<file path="src/rtl/ahb_sim_ctrl_if.sv">
// AHB-Lite bus bundle between the system-bus master and the simulation-control slave.
// Latency: none (wires only).
// Backpressure: the slave drives HREADYOUT; the master feeds the bus-level HREADY back in.
//
// Signals: HSEL/HADDR/HTRANS/HWRITE/HSIZE/HWDATA/HREADY from master, HREADYOUT/HRDATA/HRESP from slave.
interface ahb_sim_ctrl_if #(
  parameter int ADDR_W = 16
);
  logic              HSEL;
  logic [ADDR_W-1:0] HADDR;
  logic [1:0]        HTRANS;
  logic              HWRITE;
  logic [2:0]        HSIZE;
  logic [31:0]       HWDATA;
  logic              HREADY;
  logic              HREADYOUT;
  logic [31:0]       HRDATA;
  logic              HRESP;

  modport master (
    output HSEL, HADDR, HTRANS, HWRITE, HSIZE, HWDATA, HREADY,
    input  HREADYOUT, HRDATA, HRESP
  );

  modport slave (
    input  HSEL, HADDR, HTRANS, HWRITE, HSIZE, HWDATA, HREADY,
    output HREADYOUT, HRDATA, HRESP
  );
endinterface

</file>
<file path="src/rtl/ahb_sim_ctrl.sv">
// AHB-Lite simulation-control slave: exit mailbox, console byte FIFO, free-running cycle counter.
// Latency: zero-wait-state reads/writes; errors take two cycles (ERR1 wait, ERR2 complete).
// Backpressure: a PUTC into a full FIFO holds HREADYOUT low until a slot frees (a same-cycle pop counts).
//
// Ports: HCLK, HRESET (async, active-high); bus (AHB slave modport);
//   char_valid_o/char_data_o/char_ready_i console stream; exit_valid_o/exit_value_o/
//   tests_passed_o/tests_failed_o exit mailbox status.
// Registers (HADDR[3:2]): 0 EXIT W/R, 1 PUTC W (reads 0), 2 CYCLE R, 3 STATUS R.
module ahb_sim_ctrl #(
  parameter int ADDR_W     = 16,
  parameter int FIFO_DEPTH = 16
) (
  input  logic         HCLK,
  input  logic         HRESET,
  ahb_sim_ctrl_if.slave bus,
  output logic         char_valid_o,
  output logic [7:0]   char_data_o,
  input  logic         char_ready_i,
  output logic         exit_valid_o,
  output logic [31:0]  exit_value_o,
  output logic         tests_passed_o,
  output logic         tests_failed_o
);

  localparam int         PTR_W      = $clog2(FIFO_DEPTH);
  localparam logic [2:0] SZ_BYTE    = 3'b000;
  localparam logic [2:0] SZ_WORD    = 3'b010;
  localparam logic [1:0] OFF_EXIT   = 2'd0;
  localparam logic [1:0] OFF_PUTC   = 2'd1;
  localparam logic [1:0] OFF_CYCLE  = 2'd2;
  localparam logic [1:0] OFF_STATUS = 2'd3;

  typedef enum logic [2:0] {S_IDLE, S_DATA, S_STALL, S_ERR1, S_ERR2} state_t;

  state_t      state_q;
  logic        wr_q;
  logic [1:0]  off_q;
  logic        hresp_q;
  logic        exit_valid_q;
  logic [31:0] exit_value_q;
  logic [31:0] cycle_q;

  logic [7:0]       mem_q [FIFO_DEPTH];
  logic [PTR_W-1:0] rd_ptr_q, wr_ptr_q;
  logic [PTR_W:0]   cnt_q, cnt_d;

  logic        fifo_empty, fifo_full, pop, push;
  logic        putc_pending, hold, hreadyout, accept, a_err;
  logic [1:0]  a_off;
  logic [31:0] status, rdata;
  logic        unused_bus;

  assign unused_bus = ^{bus.HTRANS[0], bus.HADDR};

  assign fifo_empty = (cnt_q == '0);
  assign fifo_full  = (cnt_q == (PTR_W+1)'(FIFO_DEPTH));
  assign pop        = !fifo_empty && char_ready_i;

  // A PUTC data phase waits while the FIFO is full, unless the consumer
  // frees a slot in this very cycle.
  assign putc_pending = (state_q == S_DATA || state_q == S_STALL) && wr_q && (off_q == OFF_PUTC);
  assign hold         = putc_pending && fifo_full && !pop;
  assign push         = putc_pending && !hold;

  // HREADYOUT must react within the data-phase cycle to FIFO space, so it is
  // decoded from the state register plus the live FIFO condition.
  assign hreadyout = (state_q != S_ERR1) && !hold;
  assign accept    = hreadyout && bus.HSEL && bus.HREADY && bus.HTRANS[1];
  assign a_off     = bus.HADDR[3:2];
  // Only PUTC takes byte size; any other size (halfword included) errors.
  // CYCLE and STATUS are read-only.
  assign a_err     = ((bus.HSIZE != SZ_WORD) && !((bus.HSIZE == SZ_BYTE) && (a_off == OFF_PUTC)))
                   || (bus.HWRITE && a_off[1]);

  assign exit_valid_o   = exit_valid_q;
  assign exit_value_o   = exit_value_q;
  assign tests_passed_o = exit_valid_q && (exit_value_q == 32'd0);
  assign tests_failed_o = exit_valid_q && (exit_value_q != 32'd0);

  assign status = {27'b0, fifo_full, fifo_empty, tests_failed_o, tests_passed_o, exit_valid_o};

  always_comb begin
    rdata = 32'd0;
    if (state_q == S_DATA && !wr_q) begin
      case (off_q)
        OFF_EXIT:   rdata = exit_value_q;
        OFF_CYCLE:  rdata = cycle_q;
        OFF_STATUS: rdata = status;
        default:    rdata = 32'd0;
      endcase
    end
  end

  assign bus.HREADYOUT = hreadyout;
  assign bus.HRESP     = hresp_q;
  assign bus.HRDATA    = rdata;

  // Bus FSM, exit mailbox and cycle counter.
  always_ff @(posedge HCLK or posedge HRESET) begin
    if (HRESET) begin
      state_q      <= S_IDLE;
      wr_q         <= 1'b0;
      off_q        <= 2'd0;
      hresp_q      <= 1'b0;
      exit_valid_q <= 1'b0;
      exit_value_q <= 32'd0;
      cycle_q      <= 32'd0;
    end else begin
      cycle_q <= cycle_q + 32'd1;
      if (state_q == S_DATA && wr_q && off_q == OFF_EXIT && !exit_valid_q) begin
        exit_valid_q <= 1'b1;
        exit_value_q <= bus.HWDATA;
      end
      case (state_q)
        S_ERR1: state_q <= S_ERR2;
        default: begin
          if (hold) begin
            state_q <= S_STALL;
          end else if (accept) begin
            wr_q    <= bus.HWRITE;
            off_q   <= a_off;
            hresp_q <= a_err;
            state_q <= a_err ? S_ERR1 : S_DATA;
          end else begin
            hresp_q <= 1'b0;
            state_q <= S_IDLE;
          end
        end
      endcase
    end
  end

  always_comb begin
    cnt_d = cnt_q;
    if (push && !pop)      cnt_d = cnt_q + (PTR_W+1)'(1);
    else if (pop && !push) cnt_d = cnt_q - (PTR_W+1)'(1);
  end

  always_ff @(posedge HCLK or posedge HRESET) begin
    if (HRESET) begin
      rd_ptr_q <= '0;
      wr_ptr_q <= '0;
      cnt_q    <= '0;
    end else begin
      if (push) wr_ptr_q <= wr_ptr_q + PTR_W'(1);
      if (pop)  rd_ptr_q <= rd_ptr_q + PTR_W'(1);
      cnt_q <= cnt_d;
    end
  end

  always_ff @(posedge HCLK) begin
    if (push) mem_q[wr_ptr_q] <= bus.HWDATA[7:0];
  end

  assign char_valid_o = !fifo_empty;
  assign char_data_o  = mem_q[rd_ptr_q];

endmodule

</file>
<file path="src/flat_wrapper.sv">
// flat-port wrapper written by rule: the top's interface ports become plain ports
module ahb_sim_ctrl_flat 
#(
  parameter int ADDR_W     = 16,
  parameter int FIFO_DEPTH = 16
)
  (HCLK, HRESET, char_valid_o, char_data_o, char_ready_i, exit_valid_o, exit_value_o, tests_passed_o, tests_failed_o, bus_HSEL, bus_HADDR, bus_HTRANS, bus_HWRITE, bus_HSIZE, bus_HWDATA, bus_HREADY, bus_HREADYOUT, bus_HRDATA, bus_HRESP);
  ahb_sim_ctrl_if #(.ADDR_W(ADDR_W)) bus_i ();
  input  logic HCLK;
  input  logic HRESET;
  output logic char_valid_o;
  output logic [7:0] char_data_o;
  input  logic char_ready_i;
  output logic exit_valid_o;
  output logic [31:0] exit_value_o;
  output logic tests_passed_o;
  output logic tests_failed_o;
  input wire logic [$bits(bus_i.HSEL)-1:0] bus_HSEL;
  input wire logic [$bits(bus_i.HADDR)-1:0] bus_HADDR;
  input wire logic [$bits(bus_i.HTRANS)-1:0] bus_HTRANS;
  input wire logic [$bits(bus_i.HWRITE)-1:0] bus_HWRITE;
  input wire logic [$bits(bus_i.HSIZE)-1:0] bus_HSIZE;
  input wire logic [$bits(bus_i.HWDATA)-1:0] bus_HWDATA;
  input wire logic [$bits(bus_i.HREADY)-1:0] bus_HREADY;
  output wire logic [$bits(bus_i.HREADYOUT)-1:0] bus_HREADYOUT;
  output wire logic [$bits(bus_i.HRDATA)-1:0] bus_HRDATA;
  output wire logic [$bits(bus_i.HRESP)-1:0] bus_HRESP;
  assign bus_i.HSEL = bus_HSEL;
  assign bus_i.HADDR = bus_HADDR;
  assign bus_i.HTRANS = bus_HTRANS;
  assign bus_i.HWRITE = bus_HWRITE;
  assign bus_i.HSIZE = bus_HSIZE;
  assign bus_i.HWDATA = bus_HWDATA;
  assign bus_i.HREADY = bus_HREADY;
  assign bus_HREADYOUT = bus_i.HREADYOUT;
  assign bus_HRDATA = bus_i.HRDATA;
  assign bus_HRESP = bus_i.HRESP;
  ahb_sim_ctrl #(.ADDR_W(ADDR_W), .FIFO_DEPTH(FIFO_DEPTH)) u_core (.HCLK(HCLK), .HRESET(HRESET), .bus(bus_i), .char_valid_o(char_valid_o), .char_data_o(char_data_o), .char_ready_i(char_ready_i), .exit_valid_o(exit_valid_o), .exit_value_o(exit_value_o), .tests_passed_o(tests_passed_o), .tests_failed_o(tests_failed_o));
endmodule
</file>
<file path="config.mk">
export PLATFORM = sky130hd
export DESIGN_NAME = ahb_sim_ctrl_flat
export DESIGN_NICKNAME = d
export VERILOG_FILES = /design/src/rtl/ahb_sim_ctrl_if.sv /design/src/rtl/ahb_sim_ctrl.sv /design/src/flat_wrapper.sv
export SDC_FILE = /design/constraint.sdc
export NUM_CORES = 1
export LEC_CHECK = 0
export ABC_AREA = 1
export CORE_ASPECT_RATIO = 1.2
export CORE_MARGIN = 2
export CORE_UTILIZATION = 30
export CTS_CLUSTER_DIAMETER = 30
export CTS_CLUSTER_SIZE = 40
export DETAILED_ROUTE_END_ITERATION = 12
export GPL_ROUTABILITY_DRIVEN = 0
export SYNTH_ARGS = -nofsm -noshare
export SYNTH_HDL_FRONTEND = slang
export SYNTH_SLANG_ARGS = --single-unit
</file>
<file path="constraint.sdc">
create_clock -name HCLK -period 4.1 [get_ports HCLK]
set_input_delay 0.615 -clock HCLK [delete_from_list [all_inputs] [get_ports HCLK]]
set_output_delay 0.615 -clock HCLK [all_outputs]
set_load 0.03 [all_outputs]
</file>
* Yosys cells after proc, flatten, opt, wreduce, memory -nomap -nowiden *
Memory sizes are Yosys's and may differ from the RTL's.
Index checks and enable logic that the tools add are counted.

word-level totals
  register bits = 85
  bits in latches = 0
  bits in writable memories = 128
  bits in read-only memories = 0
  output and inout bits = 78
  word-level logic and storage cells = 77
  memories kept = 1

memory list
  name          depth  width  rd ports  clocked after memory_dff  wr ports  RTL line            source
  u_core.mem_q  16     8      1         0                         1         ahb_sim_ctrl.sv:43  logic [7:0] mem_q [FIFO_DEPTH];

operators by class
  add/subtract/negate cells = 5
  $mul = 0
  div/mod/pow operators = 0
  $lt $le $gt $ge = 0
  equal/unequal tests = 10
  shifts and indexed selects = 0
  multiplexer cells = 11
  bitwise operators = 2
  reduce and logical (&&, ||, !) cells = 38

operator list
  operator                                                                 number
  32-bit one-hot mux with 3 select lines                                   1
  32-bit by 1-bit adder with 32-bit output, second input constant          1
  32-bit zero test                                                         1
  32-bit two-way mux                                                       1
  32-bit nonzero test                                                      1
  1-bit logical AND                                                        21
  5-bit two-way mux                                                        2
  3-bit two-way mux                                                        3
  4-bit by 1-bit adder with 4-bit output, second input constant            2
  1-bit zero test                                                          7
  3-bit by 2-bit == test with 1-bit output, second input constant          2
  3-bit by 2-bit inequality test with 1-bit output, second input constant  2
  5-bit by 1-bit adder with 5-bit output, second input constant            1
  5-bit == test, second input constant                                     1
  5-bit zero test                                                          1
  5-bit by 1-bit subtractor with 5-bit output, second input constant       1
  2-bit by 1-bit == test with 1-bit output, second input constant          2
  2-bit == test, second input constant                                     2
  3-bit by 1-bit == test with 1-bit output, second input constant          1
  3-bit zero test                                                          1
  1-bit two-way mux                                                        3
  3-bit AND reduction                                                      1
  2-bit zero test                                                          1
  1-bit logical OR                                                         2
  other kinds (4)                                                          5

* Longest topological paths before layout *
  word-level depth = 14
  gate-level depth with buffers = 14
  mapped depth without buffers = 14

* Worst setup path before layout *
OpenSTA, ideal clock, no wires.

  path kind = flip-flop to flip-flop
  start = reg u_core.cnt_q[2]
  end = reg u_core.cnt_q[4]
  setup time = 0.083 ns
  arrival = 2.383 ns
  required time = 4.017 ns
  setup slack = 1.634 ns
  cell stages (with the launch flop) = 13
  cell sequence = dfrtp_1 nor2_1 nand4_1 nand2_1 ha_1 inv_1 fa_1 nand2_1 nand2_1 a21oi_1 xor2_1 nand2_1 o21ai_0

between the ends
  longest elaborated chain between the ends = 10
  elaborated cells between the ends (all ways) = 17
  classes of those cells = add/sub (2); eq/ne (1); mux (2); reduce/logical (12)

RTL lines
  item                          RTL line                                 source
  start, declared               ahb_sim_ctrl.sv:45                       logic [PTR_W:0] cnt_q, cnt_d;
  start signal, assigned        ahb_sim_ctrl.sv:147                      cnt_q <= cnt_d;
  5-bit zero test *             ahb_sim_ctrl.sv:55                       assign fifo_empty = (cnt_q == '0);
  1-bit zero test *             -
  net char_valid_o              flat_wrapper.sv:11                       output logic char_valid_o;
  1-bit logical AND *           ahb_sim_ctrl.sv:57                       assign pop = !fifo_empty && char_ready_i;
  1-bit zero test               ahb_sim_ctrl.sv:62, ahb_sim_ctrl.sv:135
  1-bit logical AND             ahb_sim_ctrl.sv:62                       assign hold = putc_pending && fifo_full && !pop;
  1-bit zero test               ahb_sim_ctrl.sv:63                       assign push = putc_pending && !hold;
  1-bit logical AND             ahb_sim_ctrl.sv:63
  1-bit zero test               ahb_sim_ctrl.sv:136                      else if (pop && !push) cnt_d = cnt_q - (PTR_W+1)'(1);
  1-bit logical AND             ahb_sim_ctrl.sv:136
  2-bit nonzero test (no line)  -

Mark *: on every way through the listed nets, which the timed path passes. The rest lies on a longest branch. The select of a mux whose other input is x is not followed.
A chain may end at the register's enable or synchronous reset.

* Worst setup path after layout *
  start = reg u_core.off_q[0]
  end = out bus_HRDATA[3]

between the ends
  longest elaborated chain between the ends = 3
  elaborated cells between the ends (all ways) = 5
  classes of those cells = eq/ne (2); mux (2); reduce/logical (1)

RTL lines
  item                                              RTL line             source
  start, declared                                   ahb_sim_ctrl.sv:37   logic [1:0] off_q;
  start signal, assigned                            ahb_sim_ctrl.sv:121  off_q <= a_off;
  2-bit == test or 2-bit zero test (tied branches)  ahb_sim_ctrl.sv:85   case (off_q)
  32-bit one-hot mux with 3 select lines *          ahb_sim_ctrl.sv:85
  32-bit two-way mux *                              ahb_sim_ctrl.sv:84   if (state_q == S_DATA && !wr_q) begin
  end, declared                                     flat_wrapper.sv:26   output wire logic [$bits(bus_i.HRDATA)-1:0] bus_HRDATA;

Every way passes the cells marked *; elsewhere a longest branch is shown, timed or not.

==> run_results.csv <==
group,metric,value,unit
run_status,outcome,"completed",
clock_tree,cts_resized,0,
logic_synthesis,synth_area_leaders,"edfxtp_1, dfrtp_1, nand2_1, inv_1, nand3_1",
logic_synthesis,yosysWarnings,0,
timing,setup_viol,0,
drt,drt_iter0_markers,460,
drt,vias,7508,
final_layout,nNetsFinal,1261,
floorplanning,die_area,0.0346,sq mm
timing,grt_setup_unrepaired,"no",
clock_tree,cts_sinks,213,
flow_run,maxCapViolCount,0,
drt,post_drt_wl_per_cell,15.1,microns
clock_tree,postCtsHoldBufs,0,
global_routing,grt_usage,0.145,
placement,numPortBuffers,121,
logic_synthesis,yosys.area.top_type,"edfxtp_1",
placement,pre_cts_ws,1.09,ns
clock_tree,clk_pin_slew,0.05,ns
placement,place_hpwl,17300,microns
logic_synthesis,ys.flop_type,"edfxtp_1",
final_layout,areaGrowthSynthToFinish,33.6,%
logic_synthesis,syn_area,0.00993,sq mm
worst_setup_path,cp-start-kind,"flip-flop",
timing,finalCritPeriodShare,0.860,
timing,period_needed,3.53,ns
global_routing,overflow,0,
logic_synthesis,synthMostInstantiatedCell,"nand2_1",
floorplanning,io_pins,137,
global_routing,antenna_found_initial,0,
global_routing,grt_start_max_net_pins,82,
global_routing,grt_pass1_vias,7363,
final_layout,final_util,0.409,
timing,hold_viol,0,
drt,viasPerCell,4.59,
logic_synthesis,netlist_instances,1053,
worst_setup_path,crit_arrival,2.91,ns
worst_setup_path,timing.rr.end,"u_core.cnt_q[4]",
final_layout,antenna_cells,0,
timing,relSlewSlack,0.387,
timing,fmax,284,MHz
timing,skew,0.0162,ns
global_routing,grt_pass1_wl,39200,microns
worst_setup_path,startpoint,"u_core.off_q[0]",
global_routing,grt_use_met3,0.0423,
logic_synthesis,ys_ff_latch,213,
global_routing,gr-usage-met1,0.179,
logic_synthesis,synth_edf_count,128,
final_layout,fill_cells,3175,
floorplanning,fp.dieH,203,microns
worst_setup_path,end_kind,"output pin",
logic_synthesis,yosysTopAreaCellShare,0.387,
clock_tree,cts_tree,"done",
clock_tree,cts_buffer_depth,3,
hold_path,hold_path_class,"in2async",
worst_setup_path,cp.required,3.48,ns
logic_synthesis,synth.distinct_cells,34,
clock_tree,htreeDepth,2,
drt,remaining_drc_errors,0,
floorplanning,die_w,170,microns
worst_setup_path,reg2reg_depth,14,
logic_synthesis,synth_nets,1123,
timing,finalSetupTns,0,ns
logic_synthesis,ys_seq_area_frac,0.601,
worst_setup_path,rrSetupSlack,1.48,ns
timing,drv_slew,0,
global_routing,grt.busiest_layer,"met2",
worst_setup_path,critical_path_class,"reg2out",
clock_tree,postCtsSetupRepairBufs,0,
final_layout,drive_above_1_share,0.0822,
clock_tree,cts_buffers,46,
clock_tree,ctsRootBufferMaster,"clkbuf_16",
drt,ant_nets,0,
logic_synthesis,synth_async_sr_flop_share,0.399,
pwr,power.leakage,5.49,nW
timing,worst_slack,0.574,ns
clock_tree,insertion_delay,0.54,ns
placement,place_area,0.0116,sq mm
logic_synthesis,yosys-top-cells-count,"nand2_1, inv_1, edfxtp_1, dfrtp_1, nor2_1",
pwr,power.density,714,mW/mm^2
logic_synthesis,postSynthAreaPerCell,9.43,sq um
floorplanning,core-area,0.0324,sq mm
global_routing,grtUsageMet2,0.236,
worst_setup_path,rr_startpoint,"u_core.off_q[0]",
drt,drt_wl_total,24800,microns
final_layout,fin_area,0.0133,sq mm
timing,worst_pin_slew,0.918,ns
pwr,ir_drop,0.000567,V
worst_setup_path,path_max_fanout,29,
floorplanning,initial_utilization,0.306,
drt,drt_pass1_iterations,5,
floorplanning,fp-row-count,72,
through the flow:
stage | power, mW | instances | hold slack, ns
finish | 9.46 | 1636 | 0.435
global route | 9.97 | 1636 | 0.502
CTS | 9.57 | 1636 | 0.440
detailed placement | 5.57 | 1550 | 0.476
global placement | 5.53 | 1550 | 0.468
floorplan | 4.50 | 1053 | 0.454
routing by layer:
layer	part of all wire	wire [microns]
met5	0	0
met4	0.035	865
met3	0.066	1630
met2	0.47	11700
met1	0.43	10600
cell type report:
class	instances	area, sq um	area share
multi-input combinational	650	3210	0.242
clock buffer	51	1200	0.0906
clock inverter	35	487	0.0367
timing repair buffer	131	1310	0.0989
inverter	149	561	0.0423
tap	407	509	0.0384
sequential	213	5980	0.451
critical path, cell delays in order, from the launching register on:
cell and delay, ns:
dfrtp_1 0.41, inv_1 0.11, nand2_1 0.10, inv_1 0.61, nand2_1 0.14, o21a_1 0.15
a21oi_1 0.14, clkdlybuf4s50_1 0.72
flip-flops by register name, summed over array words and instances (netlist names):
signal	count
u_core.mem_q	128
u_core.cycle_q	32
u_core.exit_value_o	32
u_core.cnt_q	5
u_core.rd_ptr_q	4
u_core.wr_ptr_q	4
u_core.state_q	3
u_core.off_q	2
u_core.bus.HRESP	1
u_core.exit_valid_o	1
u_core.wr_q	1
placed cells by master (no fill, tap or decap), types with 2 or more instances in the layout:
cell / netlist / routed
a21oi_1: 66 / 66
buf_12: 0 / 2
buf_4: 1 / 8
bufinv_16: 0 / 10
clkbuf_1: 17 / 3
clkbuf_16: 0 / 47
clkdlybuf4s50_1: 0 / 121
clkinv_1: 2 / 5
clkinv_2: 0 / 9
clkinv_4: 0 / 7
clkinv_8: 0 / 2
clkinvlp_4: 0 / 2
dfrtp_1: 85 / 83
edfxtp_1: 128 / 128
ha_1: 10 / 10
inv_1: 146 / 145
inv_6: 0 / 3
nand2_1: 251 / 251
nand2_2: 3 / 3
nand3_1: 69 / 69
nand3b_1: 5 / 5
nand4_1: 12 / 12
nor2_1: 70 / 70
nor3_1: 18 / 18
o211ai_1: 33 / 33
o21ai_0: 47 / 47
o21ai_1: 23 / 23
xnor2_1: 11 / 11
xor2_1: 21 / 21
kinds of logic after synthesis:
family,count (synthesis),synth area share
flops,213,0.601
buf+inv,190,0.0749
simple gates,434,0.183
fa+ha+maj,11,0.0146
xor+xnor,32,0.0282
compound gates,173,0.0977
how the worst max path moves through the flow:
stage	slack [ns]	to	depth (start not counted)
4_1_cts	0.54	bus_HRDATA[3]	7
2_1_floorplan	1.29	u_core.bus.HRESP	1
6_report	0.57	bus_HRDATA[3]	7
3_5_place_dp	1.09	u_core.cnt_q[4]	12
3_3_place_gp	1.11	bus_HRDATA[3]	7
5_1_grt	0.28	bus_HRDATA[3]	7
power breakdown:
group | switching [mW] | leakage (nW) | internal (mW)
sequential | 0.436 | 2.20 | 2.51
combinational | 1.54 | 2.46 | 1.02
clock | 1.20 | 0.824 | 2.75
Note: power is estimated with default switching activity, not from simulation.
